### src/rtl/swap_pkg.sv
// Shared types for the swap arbiter: byte-transform mode encodings.
// Latency: none (types only).
// Backpressure: not applicable.
package swap_pkg;

    typedef enum logic [1:0] {
        MODE_PASS    = 2'b00,
        MODE_REV     = 2'b01,
        MODE_HSWAP   = 2'b10,
        MODE_BSWAP16 = 2'b11
    } mode_t;

endpackage

### src/rtl/swap_unit.sv
// Byte/halfword permutation of one 32-bit word selected by mode.
// Latency: purely combinational.
// Backpressure: none; result follows inputs.
module swap_unit
    import swap_pkg::*;
(
    input  logic [31:0] data,
    input  mode_t       mode,
    output logic [31:0] result
);

    always_comb begin
        result = data;
        case (mode)
            MODE_REV:     result = {data[7:0], data[15:8], data[23:16], data[31:24]};
            MODE_HSWAP:   result = {data[15:0], data[31:16]};
            MODE_BSWAP16: result = {data[23:16], data[31:24], data[7:0], data[15:8]};
            default:      result = data;
        endcase
    end

endmodule

### src/rtl/swap_arbiter.sv
// Two-requester round-robin arbiter feeding one registered byte-swap stage.
// Latency: 1 cycle from accepted request to out_valid.
// Backpressure: ready only when the output register is empty or draining this cycle.
module swap_arbiter
    import swap_pkg::*;
#(
    parameter bit RR_INIT = 1'b0,
    parameter int CNT_W   = 16
) (
    input  logic             clk,
    input  logic             rst_n,
    input  logic             req0_valid,
    output logic             req0_ready,
    input  logic [31:0]      req0_data,
    input  logic [1:0]       req0_mode,
    input  logic             req1_valid,
    output logic             req1_ready,
    input  logic [31:0]      req1_data,
    input  logic [1:0]       req1_mode,
    output logic             out_valid,
    input  logic             out_ready,
    output logic [31:0]      out_data,
    output logic             out_src,
    output logic [CNT_W-1:0] grant_cnt0,
    output logic [CNT_W-1:0] grant_cnt1
);

    logic        prio;
    logic        can_load;
    logic        grant0;
    logic        grant1;
    logic        xfer0;
    logic        xfer1;
    logic [31:0] sel_data;
    mode_t       sel_mode;
    logic [31:0] swapped;

    assign can_load = !out_valid || out_ready;

    // Contention is settled by prio; a lone requester always wins.
    assign grant0 = req0_valid && (!req1_valid || (prio == 1'b0));
    assign grant1 = req1_valid && (!req0_valid || (prio == 1'b1));

    assign req0_ready = rst_n && can_load && grant0;
    assign req1_ready = rst_n && can_load && grant1;

    assign xfer0 = req0_valid && req0_ready;
    assign xfer1 = req1_valid && req1_ready;

    assign sel_data = grant1 ? req1_data : req0_data;
    assign sel_mode = grant1 ? mode_t'(req1_mode) : mode_t'(req0_mode);

    swap_unit u_swap (
        .data   (sel_data),
        .mode   (sel_mode),
        .result (swapped)
    );

    always_ff @(posedge clk or negedge rst_n) begin
        if (!rst_n) begin
            out_valid <= 1'b0;
            out_data  <= '0;
            out_src   <= 1'b0;
        end else if (xfer0 || xfer1) begin
            out_valid <= 1'b1;
            out_data  <= swapped;
            out_src   <= xfer1;
        end else if (out_ready) begin
            out_valid <= 1'b0;
        end
    end

    always_ff @(posedge clk or negedge rst_n) begin
        if (!rst_n) begin
            prio       <= RR_INIT;
            grant_cnt0 <= '0;
            grant_cnt1 <= '0;
        end else begin
            if (xfer0) begin
                prio       <= 1'b1;
                grant_cnt0 <= grant_cnt0 + CNT_W'(1);
            end
            if (xfer1) begin
                prio       <= 1'b0;
                grant_cnt1 <= grant_cnt1 + CNT_W'(1);
            end
        end
    end

endmodule
### config.mk
export PLATFORM = sky130hd
export DESIGN_NAME = swap_arbiter
export DESIGN_NICKNAME = d
export VERILOG_FILES = /design/src/rtl/swap_pkg.sv /design/src/rtl/swap_unit.sv /design/src/rtl/swap_arbiter.sv
export SDC_FILE = /design/constraint.sdc
export NUM_CORES = 1
export LEC_CHECK = 0
export CAP_MARGIN = 20
export CORE_UTILIZATION = 46
export CTS_BUF_LIST = sky130_fd_sc_hd__clkbuf_4
export DETAILED_ROUTE_END_ITERATION = 7
export PLACE_DENSITY = 0.83
export SLEW_MARGIN = 20
export SYNTH_ARGS = -nofsm -noshare
export SYNTH_HDL_FRONTEND = slang
export SYNTH_SLANG_ARGS = --single-unit
export TNS_END_PERCENT = 50
### constraint.sdc
create_clock -name clk -period 5 [get_ports clk]
set_clock_uncertainty 0.15 [all_clocks]
set_input_delay 0.5 -clock clk [delete_from_list [all_inputs] [get_ports clk]]
set_output_delay 0.5 -clock clk [all_outputs]
set_load 0.02 [all_outputs]
==> results.yml, run 1 <==
status:
  status: "completed"
pwr:
  p_per_area_nw_per_um2: 308
  peakVddDrop_mv: 0.177
  leakage_nw: 2.54
setup_path:
  criticalPathCategory: "primary input to output port"
  cp_num_buf_inv: 3
  cp-start-kind: "primary input"
  crit_family: "buffers and inverters"
  worstPathArrival_ns: 2.66
  critPathMaxStageDelay_ns: 0.68
  slowest_stage: "clkdlybuf4s50_1"
  worstPathRequired_ns: 4.35
  critPathMaxFanout: 30
  cp-end-kind: "output port"
  path_cells: "dlygate4sd3_1 -> buf_2 -> and4_1 -> clkdlybuf4s50_1"
sta:
  final_hold_viol_count: 0
  fin_crit_ns: 3.31
  worst_slew_margin_rel: 0.353
  fin_crit_sh: 0.662
  worst_slew_pin_slew_ns: 0.967
  drv_slew: 0
  setup_violations: 0
  holdWs_ns: 0.328
  fin_setup_tns_ns: 0
  clock.fmax_mhz: 302
  grt_setup_unrepaired: "no"
global_routing:
  antenna_found_initial: 0
  grt_pass1_wl_um: 24500
  first_global_vias: 4784
  grt-ovfl-total: 0
  grtUsageTotal: 0.276
  grt_max_degree: 54
route:
  wl_per_cell_um: 19.2
  wl_um: 14900
  drc_errors: 0
  vias: 4984
  ant_nets: 0
  dr.pass1.iters: 6
  vias_per_cell: 6.41
  drt_iter0_drc: 372
floorplanning:
  start_util: 0.472
  placementRows: 37
  core_um2: 10300
  die_x_um: 105
  die_y_um: 105
  io_pins: 141
  die_area_um2: 11000
clock_tree:
  cts_tree: "yes"
  clk_latency_ns: 0.41
  cts.sinks: 67
  clk_pin_slew_worst_paths_ns: 0.13
  cts_buffers: 9
  htreeDepth: 3
  cts-root-buf: "clkbuf_4"
  ctsResizeCount: 0
  clk_path_buf_depth: 2
synth:
  post_synth.cell_area_avg_um2: 9.27
  ys_warn_count: 0
  yosysTopAreaCell: "dfrtp_1"
  synth_cell_types: 50
  syn_inst: 523
  synth_top_area_frac: 0.346
  ys_async_sr_fraction: 1.00
  ys_seq_area_frac: 0.346
  syn_area_um2: 4850
  synth-seq-cells: 67
  synthTopCellsByArea: "dfrtp_1 35%, mux2i_1 7.2%, xnor2_1 4.2%, mux2_2 3.5%, nand2_1 3.5%"
  syn-num-nets: 598
  synth_edf_count: 0
  synthFlopType: "dfrtp_1"
cells_and_area:
  final_layout_size_suffix_gt1_frac: 0.0981
  num_antenna_cells: 0
  layout.filler_cells: 859
  layout_commonest_cell: "clkdlybuf4s50_1"
  mostFrequentLayoutCells: "137 x clkdlybuf4s50_1, 67 x dfrtp_1, 45 x nand2_1"
  area_delta_synth_final_pct: 32.6
  final_cell_area_um2: 6430
  fin_nets: 712
placed_design:
  portBuffers: 140
  dp_hpwl_um: 10200
  place_area_um2: 6270
  gp_congestion: 0.890
run:
  maxCapViolations: 0
min_path:
  hold_class: "flip-flop to flip-flop"
[layer usage]
metal	vias to the layer above	track usage	wire length, µm
met1	2442	0.382	6360
met2	278	0.438	7010
met4	0	0.0956	248
met5	-	0	0
met3	27	0.0455	1330
li1	2237	-	-
[cell families after synthesis]
logic type | count (synthesis) | share of synthesized area
buf+inv | 56 | 0.0503
compound gates | 144 | 0.210
fa+ha+maj | 2 | 0.00516
xor+xnor | 30 | 0.0542
mux | 56 | 0.135
simple gates | 168 | 0.199
flops | 67 | 0.346
[path summary, 6_finish.rpt]
check,start,end,slack (ns),depth (start not counted)
hold reg to reg,grant_cnt0[15]$_DFFE_PN0P_,grant_cnt0[15]$_DFFE_PN0P_,0.33,1
setup / recovery,rst_n,req1_ready,1.69,4
min in group asynchronous,rst_n,out_data[4]$_DFFE_PN0P_,0.52,2
setup reg to reg,prio$_DFFE_PN0P_,out_data[17]$_DFFE_PN0P_,2.44,6
hold / removal,grant_cnt0[15]$_DFFE_PN0P_,grant_cnt0[15]$_DFFE_PN0P_,0.33,1
max in group asynchronous,rst_n,out_data[27]$_DFFE_PN0P_,3.16,3
[repair_timing]
| item | CTS | global route |
|---|---|---|
| endpoints found under the hold margin | 26 | 0 |
| buffers inserted | 0 | 0 |
| hold buffers | 1 | 0 |
[final cells by class]
| class | count | area, µm² | area share |
|---|---|---|---|
| Sequential cell | 67 | 1680 | 0.261 |
| Timing Repair Buffer | 150 | 1470 | 0.228 |
| Tap cell | 136 | 170 | 0.0265 |
| Clock inverter | 7 | 83.8 | 0.0130 |
| Clock buffer | 9 | 67.6 | 0.0105 |
| Inverter | 9 | 33.8 | 0.00525 |
| Multi-Input combinational cell | 400 | 2930 | 0.456 |
[power breakdown]
part | total, mW | internal, mW | switching, mW | leakage, nW
combinational | 0.832 | 0.397 | 0.434 | 1.61
sequential | 0.758 | 0.651 | 0.106 | 0.858
clock | 0.394 | 0.161 | 0.233 | 0.0790
[worst reg2reg max path, stage by stage, from the launching register on]
cell,delay (ns)
dfrtp_1,0.40
and2b_1,0.26
o21ai_2,0.64
buf_4,0.38
nand3_1,0.22
o221ai_1,0.28
o211ai_1,0.12
[registers in the layout, summed over array words and instances (netlist names)]
signal / flops
out_data: 32
grant_cnt0: 16
grant_cnt1: 16
out_src: 1
out_valid: 1
prio: 1
[stage by stage]
step / power (mW) / setup slack [ns] / utilization / cells
after floorplan: 1.19 / 3.02 / - / 523
after global placement: 1.57 / 1.96 / 0.610 / 761
after detailed placement: 1.59 / 1.80 / 0.610 / 761
after CTS: 1.99 / 1.66 / 0.626 / 778
after global routing: 2.08 / 1.55 / 0.626 / 778
final: 1.98 / 1.69 / 0.626 / 778
[cells in the mapped netlist (all sizes together), types with 9 or more instances]
library cell,number
a21oi,10
o22ai,12
nand3,11
dfrtp,67
nor3,18
nand4b,16
o21ai,32
mux2i,35
xnor2,23
o211ai,14
nand2,45
buf,27
o221ai,10
mux2,15
nand3b,16
clkbuf,20
inv,9
a31oi,15
nor2,18
Note: power is estimated with default switching activity, not from simulation.
==> run 2, diff against run 1 <==
==> constraint.sdc (replaced) <==
create_clock -name clk -period 3.4 [get_ports clk]
set_clock_uncertainty 0.15 [all_clocks]
set_input_delay 0.34 -clock clk [delete_from_list [all_inputs] [get_ports clk]]
set_output_delay 0.34 -clock clk [all_outputs]
set_load 0.02 [all_outputs]
==> run 2 against run 1 <==
Routed wire length up 4.4%. Critical path depth unchanged. Register-to-register slack worse by 1.2 ns. Setup slack worse by 1.0 ns. Clock power up 47%. Critical endpoint unchanged.
==> results.yml, run 2 (synthesis results as in run 1) <==
floorplanning:
  placementRows: 37
  io_pins: 141
  die_y_um: 105
  start_util: 0.472
  die_x_um: 105
  core_um2: 10300
  die_area_um2: 11000
cells_and_area:
  fin_nets: 719
  multiInputGateArea_um2: 2930
  num_antenna_cells: 0
  largest_reg_flops: 32
  layout_commonest_cell: "clkdlybuf4s50_1"
  final_core_util: 0.631
  regMostFlops: "out_data"
  layout.filler_cells: 868
  reg_top3: "out_data (32), grant_cnt0 (16), grant_cnt1 (16)"
  area_delta_synth_final_pct: 33.6
  final_layout_size_suffix_gt1_frac: 0.108
  stdcell_count: 785
  seqCellArea_um2: 1680
  mostFrequentLayoutCells: "137 x clkdlybuf4s50_1, 67 x dfrtp_1, 45 x nand2_1"
setup_path:
  cp-start-kind: "primary input"
  worstPathRequired_ns: 2.91
  cp_num_buf_inv: 3
  reg2reg_slack_ns: 1.27
  criticalPathCategory: "primary input to output port"
  cp-end-kind: "output port"
  worstPathArrival_ns: 2.22
  worstReg2RegEnd: "out_data[14]$_DFFE_PN0P_"
  critPathMaxFanout: 13
  crit-reg2reg-launch: "prio$_DFFE_PN0P_"
  ff2ff_path_depth: 5
  crit_family: "buffers and inverters"
  critPathMaxStageDelay_ns: 0.65
  path_cells: "dlygate4sd3_1 -> buf_2 -> and4_1 -> clkdlybuf4s50_1"
  slowest_stage: "clkdlybuf4s50_1"
pwr:
  p_comb_frac: 0.423
  leakage_nw: 2.58
  p_per_area_nw_per_um2: 454
  switchingPower_mw: 1.16
  pwr-share-seq: 0.380
  clkPwrFrac: 0.198
  internal-power_mw: 1.78
  peakVddDrop_mv: 0.297
  switching_share: 0.393
sta:
  clock.fmax_mhz: 369
  final_hold_viol_count: 0
  worst_slew_margin_rel: 0.410
  worst_slack_ns: 0.693
  fin_crit_ns: 2.71
  setup_violations: 0
  drv_slew: 0
  grt_setup_unrepaired: "no"
  worst_slew_pin_slew_ns: 0.885
  fin_crit_sh: 0.796
  fin_setup_tns_ns: 0
route:
  drc_errors: 0
  wl_um: 15600
  drt_iter0_drc: 344
  vias: 4998
  wl_per_cell_um: 19.9
  dr.pass1.iters: 7
  ant_nets: 0
  vias_per_cell: 6.37
global_routing:
  grt_max_degree: 60
  grt-ovfl-total: 0
  first_global_vias: 4995
  grtUsageTotal: 0.288
  antenna_found_initial: 0
  grt_pass1_wl_um: 25500
clock_tree:
  cts_tree: "yes"
  cts_buffers: 9
  clk_pin_slew_worst_paths_ns: 0.13
  htreeDepth: 3
  cts.sinks: 67
  clk_latency_ns: 0.43
  ctsResizeCount: 0
  clk_path_buf_depth: 2
  cts-root-buf: "clkbuf_4"
placed_design:
  gp_congestion: 0.898
  place_ws_ns: 0.837
  dp_hpwl_um: 10600
  portBuffers: 140
  dp_cells: 768
min_path:
  hold_class: "primary input to async pin"
status:
  status: "completed"
run:
  maxCapViolations: 0
## run 2: cell types whose count changed in the layout (fill, tap and decap cells not counted), sizes merged
| cell | change |
|---|---|
| buf | +7 |
| clkinvlp | -1 |
| clkinv | +1 |
## run 2: timing repair
action,4_1_cts,5_1_grt
setup buffers,0,0
hold buffers,1,0
endpoints found under the hold margin,8,0
setup endpoints to repair,0,0
## run 2: worst register-to-register path, cell delays in order, from the launching register on
cell	delay [ns]
dfrtp_1	0.42
and2b_1	0.32
nor3_4	0.11
nor2_4	0.49
a31oi_1	0.15
o41ai_1	0.39
## run 2: cell type report
| class | instances | area share |
|---|---|---|
| Clock buffer | 9 | 0.0104 |
| Clock inverter | 7 | 0.0127 |
| Inverter | 9 | 0.00521 |
| Multi-Input combinational cell | 400 | 0.453 |
| Sequential cell | 67 | 0.259 |
| Tap cell | 136 | 0.0263 |
| Timing Repair Buffer | 157 | 0.234 |
## run 2: metrics by stage
stage	power [mW]	hold WS, ns	instance area, µm²
floorplan	1.75	-0.106	4850
global placement	2.32	0.105	6320
detailed placement	2.36	0.112	6320
CTS	2.94	0.184	6480
global route	3.09	0.180	6480
finish	2.94	0.189	6480
## run 2: power by group through the flow
stage               Combinational, mW  Clock (mW)  Sequential, mW
CTS                              1.24       0.587            1.12
global placement                 1.20           0            1.12
finish                           1.24       0.581            1.12
global route                     1.32       0.627            1.14
detailed placement               1.23           0            1.13
floorplan                       0.458           0            1.29
## run 2: metal layers
metal,share of wire,vias up,GRT usage
li1,-,2248,-
met4,0.016,0,0.101
met1,0.42,2419,0.390
met2,0.48,304,0.461
met3,0.081,27,0.0518
met5,0,-,0
## run 2: how the worst max path moves through the flow
stage / startpoint / end / cells after the start
2_1_floorplan: req1_mode[0] / out_data[21]$_DFFE_PN0P_ / 7
4_1_cts: rst_n / req1_ready / 4
5_1_grt: rst_n / req1_ready / 4
6_report: rst_n / req1_ready / 4
3_5_place_dp: req1_valid / grant_cnt0[14]$_DFFE_PN0P_ / 7
3_3_place_gp: req1_valid / grant_cnt0[14]$_DFFE_PN0P_ / 7
